### config.mk
export PLATFORM = sky130hd
export DESIGN_NAME = regfile_arbiter
export DESIGN_NICKNAME = d
export VERILOG_FILES = /design/src/rtl/regfile_arbiter.sv
export SDC_FILE = /design/constraint.sdc
export NUM_CORES = 1
export LEC_CHECK = 0
export CAP_MARGIN = 20
export CORE_MARGIN = 3
export CORE_UTILIZATION = 32
export CTS_CLUSTER_SIZE = 14
export DETAILED_ROUTE_END_ITERATION = 10
export GPL_ROUTABILITY_DRIVEN = 0
export PLACE_DENSITY = 0.84
export SLEW_MARGIN = 20
export SYNTH_ARGS = -nofsm -noshare
export SYNTH_HDL_FRONTEND = slang
export SYNTH_SLANG_ARGS = --single-unit
### constraint.sdc
create_clock -name clk -period 2.2 [get_ports clk]
set_input_delay 0.22 -clock clk [delete_from_list [all_inputs] [get_ports clk]]
set_output_delay 0.22 -clock clk [all_outputs]
set_load 0.05 [all_outputs]
### src/rtl/regfile_arbiter.sv
// Round-robin arbiter sharing a single-port 256x8 register file between NUM_REQ requesters,
// with a bounded grant lock and a one-cycle-latency response channel.
module regfile_arbiter #(
   parameter int unsigned NUM_REQ  = 2,
   parameter int unsigned LOCK_MAX = 8
) (
   input  logic                 clk,
   input  logic                 rst_n,
   input  logic [NUM_REQ-1:0]   req_valid,
   output logic [NUM_REQ-1:0]   req_ready,
   input  logic [NUM_REQ-1:0]   req_we,
   input  logic [NUM_REQ-1:0]   req_lock,
   input  logic [8*NUM_REQ-1:0] req_addr,
   input  logic [8*NUM_REQ-1:0] req_wdata,
   output logic [NUM_REQ-1:0]   rsp_valid,
   output logic [7:0]           rsp_data,
   output logic                 rf_we,
   output logic [7:0]           rf_addr,
   output logic [7:0]           rf_data_in,
   input  logic [7:0]           rf_data_out
);

   localparam int unsigned IW = (NUM_REQ > 1) ? $clog2(NUM_REQ) : 1;

   typedef logic [IW-1:0] idx_t;
   typedef enum logic {ST_OPEN, ST_LOCKED} lock_st_e;

   function automatic idx_t inc_idx(input idx_t i);
      return (32'(i) == NUM_REQ - 1) ? '0 : i + idx_t'(1);
   endfunction

   lock_st_e   lock_st_q, lock_st_d;
   idx_t       rr_ptr_q, rr_ptr_d;
   idx_t       lock_owner_q, lock_owner_d;
   logic [7:0] lock_cnt_q, lock_cnt_d;
   logic       relock_blk_q, relock_blk_d;
   idx_t       blk_owner_q, blk_owner_d;
   logic       rsp_vld_q;
   idx_t       rsp_own_q;

   logic       hs;
   idx_t       gnt;
   idx_t       start;
   logic [IW:0] cand;
   logic       want;
   logic [8:0] base;

   // A locked owner that stays valid is the only candidate; once it drops, the search
   // starts just past it so another requester can be served in that same cycle.
   always_comb begin
      hs    = 1'b0;
      gnt   = '0;
      cand  = '0;
      start = (lock_st_q == ST_LOCKED) ? inc_idx(lock_owner_q) : rr_ptr_q;
      if (lock_st_q == ST_LOCKED && req_valid[lock_owner_q]) begin
         hs  = 1'b1;
         gnt = lock_owner_q;
      end else begin
         for (int unsigned i = 0; i < NUM_REQ; i++) begin
            cand = {1'b0, start} + (IW+1)'(i);
            if (cand >= (IW+1)'(NUM_REQ)) cand = cand - (IW+1)'(NUM_REQ);
            if (!hs && req_valid[cand[IW-1:0]]) begin
               hs  = 1'b1;
               gnt = cand[IW-1:0];
            end
         end
      end
   end

   always_comb begin
      req_ready  = hs ? (NUM_REQ'(1) << gnt) : '0;
      rf_we      = hs & req_we[gnt] & rst_n;
      rf_addr    = hs ? req_addr[{gnt, 3'b000} +: 8] : '0;
      rf_data_in = hs ? req_wdata[{gnt, 3'b000} +: 8] : '0;
      rsp_valid  = rsp_vld_q ? (NUM_REQ'(1) << rsp_own_q) : '0;
      rsp_data   = rsp_vld_q ? rf_data_out : '0;
   end

   always_comb begin
      lock_st_d    = lock_st_q;
      rr_ptr_d     = rr_ptr_q;
      lock_owner_d = lock_owner_q;
      lock_cnt_d   = lock_cnt_q;
      relock_blk_d = relock_blk_q;
      blk_owner_d  = blk_owner_q;
      want         = 1'b0;
      base         = '0;
      if (lock_st_q == ST_LOCKED && !req_valid[lock_owner_q]) begin
         lock_st_d  = ST_OPEN;
         lock_cnt_d = '0;
         rr_ptr_d   = inc_idx(lock_owner_q);
      end
      if (hs) begin
         if (relock_blk_q && gnt != blk_owner_q) relock_blk_d = 1'b0;
         want = req_lock[gnt] && !(relock_blk_q && gnt == blk_owner_q);
         base = (lock_st_q == ST_LOCKED && gnt == lock_owner_q) ? {1'b0, lock_cnt_q} : '0;
         if (want && (base + 9'd1) < 9'(LOCK_MAX)) begin
            lock_st_d    = ST_LOCKED;
            lock_owner_d = gnt;
            lock_cnt_d   = 8'(base + 9'd1);
         end else begin
            lock_st_d  = ST_OPEN;
            lock_cnt_d = '0;
            rr_ptr_d   = inc_idx(gnt);
            // Forced release: bar this owner from relocking until someone else is served.
            if (want) begin
               relock_blk_d = 1'b1;
               blk_owner_d  = gnt;
            end
         end
      end
   end

   always_ff @(posedge clk or negedge rst_n) begin
      if (!rst_n) begin
         lock_st_q    <= ST_OPEN;
         rr_ptr_q     <= '0;
         lock_owner_q <= '0;
         lock_cnt_q   <= '0;
         relock_blk_q <= 1'b0;
         blk_owner_q  <= '0;
         rsp_vld_q    <= 1'b0;
         rsp_own_q    <= '0;
      end else begin
         lock_st_q    <= lock_st_d;
         rr_ptr_q     <= rr_ptr_d;
         lock_owner_q <= lock_owner_d;
         lock_cnt_q   <= lock_cnt_d;
         relock_blk_q <= relock_blk_d;
         blk_owner_q  <= blk_owner_d;
         rsp_vld_q    <= hs;
         rsp_own_q    <= gnt;
      end
   end

endmodule

; After elaboration in Yosys (flattened, before gate mapping)
; Cells that the tools add are included.
[word_totals]
register_bits = 15
output_inout_bits = 29
elab_cells = 87
[op_classes]
add_sub_neg = 6
order_cmp = 7
n_eq_ne = 3
shifts = 4
n_mux = 42
bitwise_logic = 3
reduce_logical = 14
[ops]
columns = operator, count
row1 = $mux 8, 7
row2 = $mux 1, 33
row3 = $shiftx 16x5->8, 2
row4 = $add 8x1->9 const B, 1
row5 = $lt 9x4->1 const B, 1
row6 = $logic_and 1x1->1, 8
row7 = $lt 1x2->1 const B, 4
row8 = $mux 2, 2
row9 = $shl 1x1->2 const A, 2
row10 = $logic_not 1->1, 3
row11 = $reduce_and 3->1, 1
row12 = $add 1x1->1 const B, 2
row13 = $add 1x1->2 const B, 1
row14 = $and 1x1->1, 2
row15 = $eq 1x1->1, 2
row16 = $ge 1x2->1 const B, 1
row17 = $ge 2x2->1 const B, 1
row18 = $reduce_and 2->1, 1
row19 = $reduce_bool 2->1, 1
row20 = $sub 1x1->1 const B, 2
row21 = $ne 1x1->1, 1
row22 = $not 1->1, 1

; Depth between registers and ports, before layout
[depth]
depth_word = 22
ltp_mapped = 14

; Worst setup path before layout
; No wires, ideal clock.
[synth_timing]
kind = register -> output
startpoint = register lock_st_q
endpoint = output port rf_we
arrival_time_ns = 2.288
t_required_ns = 1.980
setup_slack_ns = -0.308
path_stages_with_launch = 6
n_path_buf = 1
cell_sequence = dfrtp_1 a21bo_2 o21ai_2 clkbuf_1 nand3_1 a21boi_0
[synth_between]
elab_chain_cells = 16
word_cells_on_any_way = 28
cone_classes = 3 x add/sub / 2 x order compare / 18 x mux / 2 x bitwise / 3 x reduce/logical
[synth_rtl]
columns = item, line
row1 = from (decl), 32  ; lock_st_e lock_st_q, lock_st_d;
row2 = from (signal assigned), 125  ; lock_st_q <= lock_st_d;
row3 = $mux 1, 54  ; start = (lock_st_q == ST_LOCKED) ? inc_idx(lock_owner_q) : rr_ptr_q;
row4 = $ge 1x2->1 or $sub 1x1->1 (tied branches), 61  ; if (cand >= (IW+1)'(NUM_REQ)) cand = cand - (IW+1)'(NUM_REQ);
row5 = $mux 1, 61
row6 = $mux 1, 55  ; if (lock_st_q == ST_LOCKED && req_valid[lock_owner_q]) begin
row7 = $mux 1 (not written as such) (2 in a row), 62  ; if (!hs && req_valid[cand[IW-1:0]]) begin
row8 = $mux 1, 62
row9 = $mux 1, 55
row10 = $logic_not 1->1, 62
row11 = $logic_and 1x1->1, 62
row12 = $mux 1, 62
row13 = $mux 1, 55
row14 = $mux 1 (not written as such) (2 in a row), 72  ; rf_we = hs & req_we[gnt] & rst_n;
row15 = $and 1x1->1 (*) (2 in a row), 72
row16 = to (decl), 17  ; output logic rf_we,
; Every way passes the cells marked *; elsewhere a longest branch is shown, timed or not. The select of a mux whose other input is x is not followed.

; Worst setup path in the final report
[layout_timing]
startpoint = register lock_owner_q
endpoint = register lock_cnt_q[1]
[layout_between]
elab_chain_cells = 22
word_cells_on_any_way = 45
cone_classes = 5 x add/sub / 3 x order compare / 2 x eq/ne / 24 x mux / 11 x reduce/logical
[layout_rtl]
columns = item, line
row1 = from (decl), 34  ; idx_t lock_owner_q, lock_owner_d;
row2 = from (signal assigned), 127  ; lock_owner_q <= lock_owner_d;
row3 = $add 1x1->1, 29  ; return (32'(i) == NUM_REQ - 1) ? '0 : i + idx_t'(1);
row4 = $mux 1, 29
row5 = $mux 1, 54
row6 = $ge 1x2->1 or $sub 1x1->1 (tied branches), 61
row7 = $mux 1, 61
row8 = $mux 1, 55
row9 = $mux 1 (not written as such) (2 in a row), 62
row10 = $mux 1, 62
row11 = [... 5 more ...], -
row12 = $eq 1x1->1, 96  ; base = (lock_st_q == ST_LOCKED && gnt == lock_owner_q) ? {1'b0, lock_cnt_q} : '0;
row13 = $logic_and 1x1->1, 96
row14 = $mux 8, 96
row15 = $add 8x1->9, 100  ; lock_cnt_d = 8'(base + 9'd1);
row16 = $lt 9x4->1, 97  ; if (want && (base + 9'd1) < 9'(LOCK_MAX)) begin
row17 = $logic_and 1x1->1, 97
row18 = $mux 8, 97
row19 = $mux 8, 93  ; if (hs) begin
row20 = to (signal assigned), 128  ; lock_cnt_q <= lock_cnt_d;
row21 = to (decl), 35  ; logic [7:0] lock_cnt_q, lock_cnt_d;
; Several ways; a longest one is shown, not always the timed one. The select of a mux whose other input is x is not followed.
; A chain may end at the register's enable or synchronous reset.

==> run_results.csv <==
group,metric,value,unit
synthesis,synth_edf_count,0,
critical_path,critPathBufInv,2,
global_route,grtUsageTotal,17.7,%
cells_and_area,syn2layout_area_growth,95.5,%
cells_and_area,n_antenna_cell,0,
clock_network,cts.path.max_buffers,2,
drt,drc,0,
hold_path,min_path_type,"in -> async",
timing,slew_viol_final,0,
timing,fin_setup_tns,-903,ps
synthesis,yosysUniqueCellTypes,38,
clock_network,htree_levels,1,
critical_path,slowest_stage,"dfrtp_1",
clock_network,path_clk_slew,90,ps
drt,vias,1385,
critical_path,regToRegEndpoint,"lock_cnt_q[1]$_DFFE_PN0P_",
cells_and_area,stdcell_area,0.00218,sq mm
critical_path,r2r_cells,13,
clock_network,cts.sinks,15,
cells_and_area,drive_above_1_share,29.0,%
critical_path,cp-start-kind,"flip-flop",
synthesis,syn_inst,149,
global_route,grt_max_degree,21,
clock_network,postCtsHoldBufs,0,
drt,wl_per_cell,13.2,um
critical_path,ff2ff_setup_slack,-160,ps
timing,rsz0062_at_grt,"yes",
floorplan,dieArea,0.00424,sq mm
drt,wl_met1,1.55,mm
outcome,violations,"negative setup slack",
critical_path,arrival,2590,ps
timing,fmax,423,MHz
cells_and_area,final_util,68.7,%
synthesis,yosysTopAreaCell,"dfrtp_1",
timing,hold_violations,0,
global_route,grt_pass1_wl,6.00,mm
floorplan,row_count,20,
clock_network,clock_latency,280,ps
outcome,outcome,"complete, but fails checks",
drt,dr.first_iter.drc_count,58,
floorplan,initial_core_util,35.2,%
cells_and_area,fillers,252,
placed_design,place_area,0.00200,sq mm
global_route,grt_pass1_vias,1361,
cells_and_area,nNetsFinal,295,
critical_path,crit_chain,"inv_2 > o21ai_4 > a21oi_4 > and2_4 > ha_4 > nand3b_1 > a2111o_1 > a211oi_2 > a21boi_2 > nor2_4 > nand2_2 > inv_4 > a22o_1",
critical_path,crit_start,"lock_owner_q$_DFFE_PN0P_",
timing,finalSetupViolations,8,
synthesis,synth-warning-count,0,
synthesis,synth_ff_type,"dfrtp_1",
floorplan,io_pins,77,
placed_design,port_buffers,76,
drt,routed_wl,3.83,mm
synthesis,syn_area,0.00112,sq mm
drt,route.met3.wl,222,um
drt,dr.pass1.iters,5,
critical_path,end_kind,"flip-flop",
global_route,antenna_found_initial,0,
clock_network,cts_buffers,3,
synthesis,ys_seq_area_share,33.6,%
clock_network,cts_tree,"done",
flow_run,max_cap_violations,0,
floorplan,dieHeight,65.1,um
synthesis,yosysMostFrequentCell,"nand2_1",
timing,tightestPinTransition,516,ps
placed_design,dp_hpwl,2.86,mm
synthesis,synth_fp_nets,198,
timing,fin_ws,-163,ps
drt,wl_met2,1.99,mm
critical_path,crit_end,"lock_cnt_q[1]$_DFFE_PN0P_",
power_and_ir_drop,p_leak,1.00,nW
power_and_ir_drop,power.density,646,mW/mm^2
critical_path,worstPathRequired,2420,ps
critical_path,crit_type,"reg -> reg",
critical_path,path_delay_family,"compound AO/OA/AOI/OAI gates",
timing,min_period,2360,ps
timing,clock_skew,2.94,ps
synthesis,synth_area_per_cell,7.50,sq um
placed_design,dp_slack,-518,ps
drt,highest_layer,"met4",
cells_and_area,multi_input_area,797,sq um
critical_path,max_stage_delay,420,ps
floorplan,die_x,65.1,um
synthesis,synth_top_area_share,33.6,%
cells_and_area,seqCellArea,375,sq um
synthesis,synth_common_cells,"42 x nand2_1, 19 x nand3_1, 15 x and2_1, 15 x dfrtp_1, 8 x o21ai_0",
synthesis,synthArstFlopShare,100,%
timing,holdWs,306,ps
floorplan,coreArea,0.00318,sq mm
global_route,grt_overflow,0,
critical_path,path_depth,13,
critical_path,regToRegStartpoint,"lock_owner_q$_DFFE_PN0P_",
clock_network,cts_root_buf,"clkbuf_4",
drt,antenna_left,0,
power_and_ir_drop,ir_worst_vdd,0.000376,V
timing,slew_headroom,65.5,%
drt,via_per_inst,4.79,
synthesis,yosys-top-cells-area,"dfrtp_1 34%, nand2_1 14%, nand3_1 8.5%",
timing,fin_crit_sh,107,%
synthesis,ys_ff_latch,15,
critical_path,crit_fanout,5,
-- stage by stage --
| step | power [mW] | std cells |
|---|---|---|
| 6_report | 1.41 | 289 |
| 5_1_grt | 1.49 | 289 |
| 4_1_cts | 1.37 | 285 |
| 3_5_place_dp | 1.20 | 281 |
| 3_3_place_gp | 1.19 | 281 |
| 2_1_floorplan | 0.859 | 149 |
-- repair_timing --
| action | 4_1_cts | 5_1_grt |
|---|---|---|
| gates cloned | 0 | 1 |
| gates resized for setup | 9 | 20 |
| buffers inserted | 0 | 3 |
| pin swaps | 5 | 3 |
| endpoints found under the setup margin | 9 | 26 |
-- layout make-up --
| type | count | area share [%] |
|---|---|---|
| repair buffers | 98 | 41.6 |
| multi-input cells | 123 | 36.5 |
| flip-flops and latches | 15 | 17.2 |
| well taps | 44 | 2.52 |
| clock buffers | 4 | 1.20 |
| inverters | 5 | 0.974 |
-- kinds of logic (layout without fill, tap and decap cells) --
logic type / after synthesis / count (layout) / synth area share, %
DFF: 15 / 15 / 33.6
adders and majority gates: 1 / 1 / 1.12
xor gates and xnor gates: 1 / 1 / 0.784
buffers and inverters: 11 / 107 / 5.60
muxes: 2 / 2 / 1.90
AOI/OAI and AO/OA: 26 / 26 / 16.8
and+or+nand+nor: 93 / 93 / 40.2
-- layout by cell type (no fill, tap or decap), drive strengths merged, types with 2 or more instances in the layout --
cell,Yosys,routed
clkdlybuf4s50,0,56
nand2,43,43
buf,2,41
nand3,19,19
and2,16,16
dfrtp,15,15
o21ai,10,10
nor2,6,6
inv,5,5
clkbuf,4,4
a21boi,4,4
nor2b,3,3
o22ai,3,3
nand2b,2,2
-- worst min-delay path by stage --
stage / start / to / slack, ps / cells after the start
6_report: rst_n / rsp_vld_q$_DFF_PN0_ / 310 / 2
5_1_grt: rst_n / lock_cnt_q[3]$_DFFE_PN0P_ / 330 / 2
3_3_place_gp: relock_blk_q$_DFFE_PN0N_ / relock_blk_q$_DFFE_PN0N_ / 490 / 2
4_1_cts: rst_n / lock_cnt_q[5]$_DFFE_PN0P_ / 330 / 2
2_1_floorplan: rst_n / blk_owner_q$_DFFE_PN0P_ / -80 / 0
3_5_place_dp: relock_blk_q$_DFFE_PN0N_ / relock_blk_q$_DFFE_PN0N_ / 500 / 2
-- layer usage --
metal / track usage [%] / vias to the layer above
met3: 4.10 / 6
met5: 0 / -
met1: 20.7 / 639
met4: 5.70 / 0
met2: 31.8 / 49
li1: - / 691
-- sequential cells by signal, summed over array words and instances (netlist names) --
signal,count
rsp_vld_q,1
lock_owner_q,1
rsp_own_q,1
lock_cnt_q,8
blk_owner_q,1
lock_st_q,1
relock_blk_q,1
rr_ptr_q,1
-- where the power goes --
part | total [mW] | switching [mW] | internal (mW) | leakage [nW]
sequential | 0.348 | 0.0337 | 0.314 | 0.196
clock | 0.157 | 0.0869 | 0.0705 | 0.0150
combinational | 0.906 | 0.531 | 0.374 | 0.791
(Power assumes the default switching activity.)
